File: config.mk
export PLATFORM = sky130hd
export DESIGN_NAME = imm_encoder
export DESIGN_NICKNAME = d
export VERILOG_FILES = /design/src/rtl/imm_encoder.sv
export SDC_FILE = /design/constraint.sdc
export NUM_CORES = 1
export LEC_CHECK = 0
export BUFFER_PORTS_ARGS = -buffer_cell sky130_fd_sc_hd__buf_2
export CAP_MARGIN = 25
export CORE_ASPECT_RATIO = 1.1
export CORE_UTILIZATION = 50
export CTS_BUF_LIST = sky130_fd_sc_hd__clkbuf_16
export DETAILED_ROUTE_END_ITERATION = 10
export GPL_TIMING_DRIVEN = 0
export HOLD_SLACK_MARGIN = 0.15
export PLACE_DENSITY = 0.89
export SYNTH_ARGS = -nofsm -noshare
export SYNTH_HDL_FRONTEND = slang
export SYNTH_SLANG_ARGS = --single-unit
export TNS_END_PERCENT = 100
File: constraint.sdc
create_clock -name clk -period 2 [get_ports clk]
set_input_delay 0.1 -clock clk [delete_from_list [all_inputs] [get_ports clk]]
set_output_delay 0.1 -clock clk [all_outputs]
set_load 0.03 [all_outputs]
File: src/rtl/imm_encoder.sv
// Packs a signed immediate plus register fields into a LEGv8 LDUR/STUR/CBZ word.
// Two-stage valid/ready pipeline with range checking and saturating result counters.
module imm_encoder #(
  parameter int CNT_W = 16
) (
  input  logic             clk,
  input  logic             reset,
  input  logic             in_valid,
  output logic             in_ready,
  input  logic [1:0]       kind,
  input  logic [4:0]       rt,
  input  logic [4:0]       rn,
  input  logic [63:0]      imm,
  output logic             out_valid,
  input  logic             out_ready,
  output logic [31:0]      instr,
  output logic             out_err,
  output logic [CNT_W-1:0] enc_count,
  output logic [CNT_W-1:0] err_count
);

  typedef enum logic [1:0] {
    KIND_LDUR = 2'd0,
    KIND_STUR = 2'd1,
    KIND_CBZ  = 2'd2,
    KIND_RSVD = 2'd3
  } kind_e;

  logic             r_s1Valid;
  kind_e            r_s1Kind;
  logic [4:0]       r_s1Rt;
  logic [4:0]       r_s1Rn;
  logic [18:0]      r_s1Imm;
  logic             r_s1Ok;

  logic             r_s2Valid;
  logic [31:0]      r_instr;
  logic             r_err;
  logic [CNT_W-1:0] r_encCount;
  logic [CNT_W-1:0] r_errCount;

  logic             w_s2Adv;
  logic             w_s1Adv;
  logic             w_accept;
  logic             w_consume;
  logic             w_fits9;
  logic             w_fits19;
  logic             w_rangeOk;
  logic [31:0]      w_packed;

  assign w_s2Adv   = ~r_s2Valid | out_ready;
  assign w_s1Adv   = r_s1Valid & w_s2Adv;
  assign in_ready  = ~r_s1Valid | w_s2Adv;
  assign w_accept  = in_valid & in_ready;
  assign w_consume = r_s2Valid & out_ready;

  // An immediate fits its field when every bit above the field's sign bit matches it.
  assign w_fits9  = (&imm[63:8])  | ~(|imm[63:8]);
  assign w_fits19 = (&imm[63:18]) | ~(|imm[63:18]);

  always_comb begin
    w_rangeOk = 1'b0;
    case (kind_e'(kind))
      KIND_LDUR, KIND_STUR: w_rangeOk = w_fits9;
      KIND_CBZ:             w_rangeOk = w_fits19;
      default:              w_rangeOk = 1'b0;
    endcase
  end

  always_ff @(posedge clk or negedge reset) begin
    if (!reset) begin
      r_s1Valid <= 1'b0;
      r_s1Kind  <= KIND_LDUR;
      r_s1Rt    <= '0;
      r_s1Rn    <= '0;
      r_s1Imm   <= '0;
      r_s1Ok    <= 1'b0;
    end else if (w_accept) begin
      r_s1Valid <= 1'b1;
      r_s1Kind  <= kind_e'(kind);
      r_s1Rt    <= rt;
      r_s1Rn    <= rn;
      r_s1Imm   <= imm[18:0];
      r_s1Ok    <= w_rangeOk;
    end else if (w_s1Adv) begin
      r_s1Valid <= 1'b0;
    end
  end

  // Errored words are emitted as all-zero so the loader never writes a bogus opcode.
  always_comb begin
    w_packed = 32'h0000_0000;
    if (r_s1Ok) begin
      case (r_s1Kind)
        KIND_LDUR: w_packed = {11'b11111000010, r_s1Imm[8:0], 2'b00, r_s1Rn, r_s1Rt};
        KIND_STUR: w_packed = {11'b11111000000, r_s1Imm[8:0], 2'b00, r_s1Rn, r_s1Rt};
        KIND_CBZ:  w_packed = {8'b10110100, r_s1Imm, r_s1Rt};
        default:   w_packed = 32'h0000_0000;
      endcase
    end
  end

  always_ff @(posedge clk or negedge reset) begin
    if (!reset) begin
      r_s2Valid <= 1'b0;
      r_instr   <= '0;
      r_err     <= 1'b0;
    end else if (w_s2Adv) begin
      r_s2Valid <= r_s1Valid;
      if (r_s1Valid) begin
        r_instr <= w_packed;
        r_err   <= ~r_s1Ok;
      end
    end
  end

  always_ff @(posedge clk or negedge reset) begin
    if (!reset) begin
      r_encCount <= '0;
      r_errCount <= '0;
    end else if (w_consume) begin
      if (r_err) begin
        if (!(&r_errCount)) r_errCount <= r_errCount + 1'b1;
      end else begin
        if (!(&r_encCount)) r_encCount <= r_encCount + 1'b1;
      end
    end
  end

  assign out_valid = r_s2Valid;
  assign instr     = r_instr;
  assign out_err   = r_err;
  assign enc_count = r_encCount;
  assign err_count = r_errCount;

endmodule
==> results_dict.tcl <==
set metrics [dict create \
    die_h_um 97.4 \
    dp.cells 596 \
    cts-root-buf "clkbuf_16" \
    finalWorstSetupSlack_ns 0.0906 \
    cts_buffer_depth 2 \
    crit_chain "and4_4 -> nand3_1 -> or4_4 -> nor2b_4 -> buf_6 -> nand4_2 -> xnor2_1" \
    hold_violations 0 \
    cts_sinks 94 \
    setup_violations 0 \
    synth_top_area_frac 0.569 \
    antenna_found_initial 0 \
    period_share 0.955 \
    cp_slowest_cell "or4_4" \
    cp.required_ns 2.25 \
    synth.distinct_cells 43 \
    synthCells 342 \
    p_per_area_mw_per_mm2 870 \
    timing.rr.end "err_count[9]" \
    maxSlewHeadroom 0.656 \
    synth.area.top_cells "dfrtp_1 57%, mux2_2 9.0%, xnor2_1 4.7%" \
    syn_area_sq_mm 0.00414 \
    rrSetupSlack_ns 0.09 \
    ys.flop_type "dfrtp_1" \
    multi_input_area_sq_mm 0.00167 \
    irDropWorstVdd_mv 0.505 \
    path_delay_family "simple AND/OR/NAND/NOR gates" \
    final_nets 618 \
    vias_per_cell 5.48 \
    slowest_delay_ns 0.56 \
    place.gp.congestion 0.853 \
    drt_wl_total_mm 10.4 \
    yosys_warnings 0 \
    drive_gt1_frac 0.421 \
    drt_pre_antenna_iters 5 \
    path_clk_slew_ns 0.07 \
    stdcell_count 649 \
    synthToLayoutAreaGrowth_pct 38.6 \
    status "completed" \
    io_pins 147 \
    grt_max_degree 73 \
    critPathBufInv 1 \
    remaining_drc_errors 0 \
    regArea_sq_mm 0.00236 \
    drtIter0Drc 188 \
    rows 34 \
    rsz0062_at_grt "yes" \
    clock_latency_ns 0.34 \
    crit_arrival_ns 2.16 \
    finalSetupTns_ns 0 \
    grt_pass1_wl_mm 16.6 \
    fmax_mhz 524 \
    fillCellCount 563 \
    cp.depth 7 \
    design_area_sq_mm 0.00573 \
    start_util 0.520 \
    dp_hpwl_mm 7.30 \
    post-synth-top-count-cell "dfrtp_1" \
    cp-start-kind "flip-flop" \
    vias 3559 \
    seq_area_frac_synth 0.569 \
    reg2regPathDepth 7 \
    syn_area_per_cell_sq_um 12.1 \
    maxCapViolCount 0 \
    min_period_ns 1.91 \
    drtAntennaViolNets 0 \
    first_global_vias 3554 \
    r2r_start "err_count[4]" \
    cts_tree "done" \
    worst_slew_pin_slew_ns 0.516 \
    cp-startpoint "err_count[4]" \
    cts_made_buffers 9 \
    synth_edf_count 0 \
    port_buffers 144 \
    slew_violations 0 \
    antennaDiodeCount 0 \
    clock_skew_ns 0.0114 \
    wl_per_cell_um 16.1 \
    synth_common_cells "94 x dfrtp_1, 33 x mux2_2, 22 x xnor2_1, 21 x nand3_1" \
    grt_usage 0.253 \
    post_dp_cell_area_sq_mm 0.00504 \
    yosysTopAreaCell "dfrtp_1" \
    worstPathMaxFanout 10 \
    gr-total-overflow 0 \
    p_leak_nw 2.88 \
    place_ws_ns -0.0510 \
    h-tree-depth 3 \
    die_x_um 88.7 \
    cp-end-kind "flip-flop" \
    min_path_type "primary input to async pin" \
    critical_path_class "flip-flop to flip-flop" \
    die_area_sq_mm 0.00864 \
    ys_ff_latch 94 \
    async_flop_share 1.00 \
    core_sq_mm 0.00796 \
]
-- state kept, by name, summed over array words and instances (netlist names) --
| register | count |
|---|---|
| r_s1Valid | 1 |
| enc_count | 16 |
| r_s1Kind | 2 |
| r_s1Rt | 5 |
| instr | 27 |
| r_s1Ok | 1 |
| out_valid | 1 |
| err_count | 16 |
| r_s1Rn | 5 |
| r_s1Imm | 19 |
| out_err | 1 |
-- through the flow --
step / hold slack (ns) / util / power, W
after detailed placement: 0.0224 / 0.633 / 0.00322
after global routing: 0.258 / 0.721 / 0.00520
after CTS: 0.212 / 0.714 / 0.00497
after floorplan: -0.196 / - / 0.00286
after global placement: 0.323 / 0.629 / 0.00317
final: 0.215 / 0.721 / 0.00499
-- placed cells by master, fill, tap and decap left out, types with 4 or more instances in the layout --
cell           synthesis  final
a222oi_1              14     14
a22o_1                 9      9
and3_1                 4      4
buf_2                  0    146
buf_4                  5      9
clkbuf_1               5      4
clkbuf_16              0      9
dfrtp_1               94     88
dfrtp_2                0      6
dlygate4sd3_1          0     34
inv_1                 19     20
mux2_2                33     33
nand2_1               17     17
nand2b_1               4      4
nand3_1               21     21
nand4_1               19     19
nor2_1                10      8
nor4_1                14     14
xnor2_1               22     22
xor2_1                 5      5
-- routing by layer --
| layer | global-route usage | share of wire | up-vias |
|---|---|---|---|
| met3 | 0.0535 | 0.055 | 28 |
| met4 | 0.114 | 0.026 | 0 |
| met2 | 0.436 | 0.52 | 136 |
| li1 | - | - | 1657 |
| met1 | 0.296 | 0.40 | 1738 |
| met5 | 0 | 0 | - |
-- kinds of logic after synthesis --
family,count (synthesis),share of synthesized area
mux,33,0.0899
xor+xnor,27,0.0572
fa+ha+maj,2,0.00605
other cells,1,0.000907
simple gates,115,0.164
flops,94,0.569
compound gates,37,0.0772
buf+inv,33,0.0363
-- worst max-delay path by stage --
stage	to
6_report	err_count[9]
5_1_grt	enc_count[14]
4_1_cts	enc_count[14]
3_5_place_dp	instr[16]
3_3_place_gp	err_count[5]
2_1_floorplan	enc_count[14]
-- worst reg2reg max path, delay by kind of cell (launching register included) --
kind	cells	cell delay, ns
xor gates and xnor gates	1	0.12
buffers and inverters	1	0.14
DFF	1	0.39
and+or+nand+nor	5	1.16
-- final cells by class --
class | instances | area share
Buffer | 14 | 0.0146
Sequential cell | 94 | 0.412
Timing Repair Buffer | 182 | 0.194
Clock inverter | 7 | 0.0131
Clock buffer | 9 | 0.0393
Inverter | 19 | 0.0124
Multi-Input combinational cell | 216 | 0.291
Tap cell | 108 | 0.0236
-- timing repair --
item                       in CTS  in global routing
setup buffers                   0                  3
resized for setup               1                 10
cloned                          0                  0
hold endpoints to repair      128                  0
setup endpoints to repair       9                 32
hold buffers                   34                  0
-- power breakdown --
| part | switching, W | total [W] | internal, W |
|---|---|---|---|
| clock | 0.000715 | 0.00169 | 0.000973 |
| combinational | 0.000553 | 0.000989 | 0.000437 |
| sequential | 0.000198 | 0.00231 | 0.00211 |
| total | 0.00147 | 0.00499 | 0.00352 |
(Power assumes the default switching activity.)
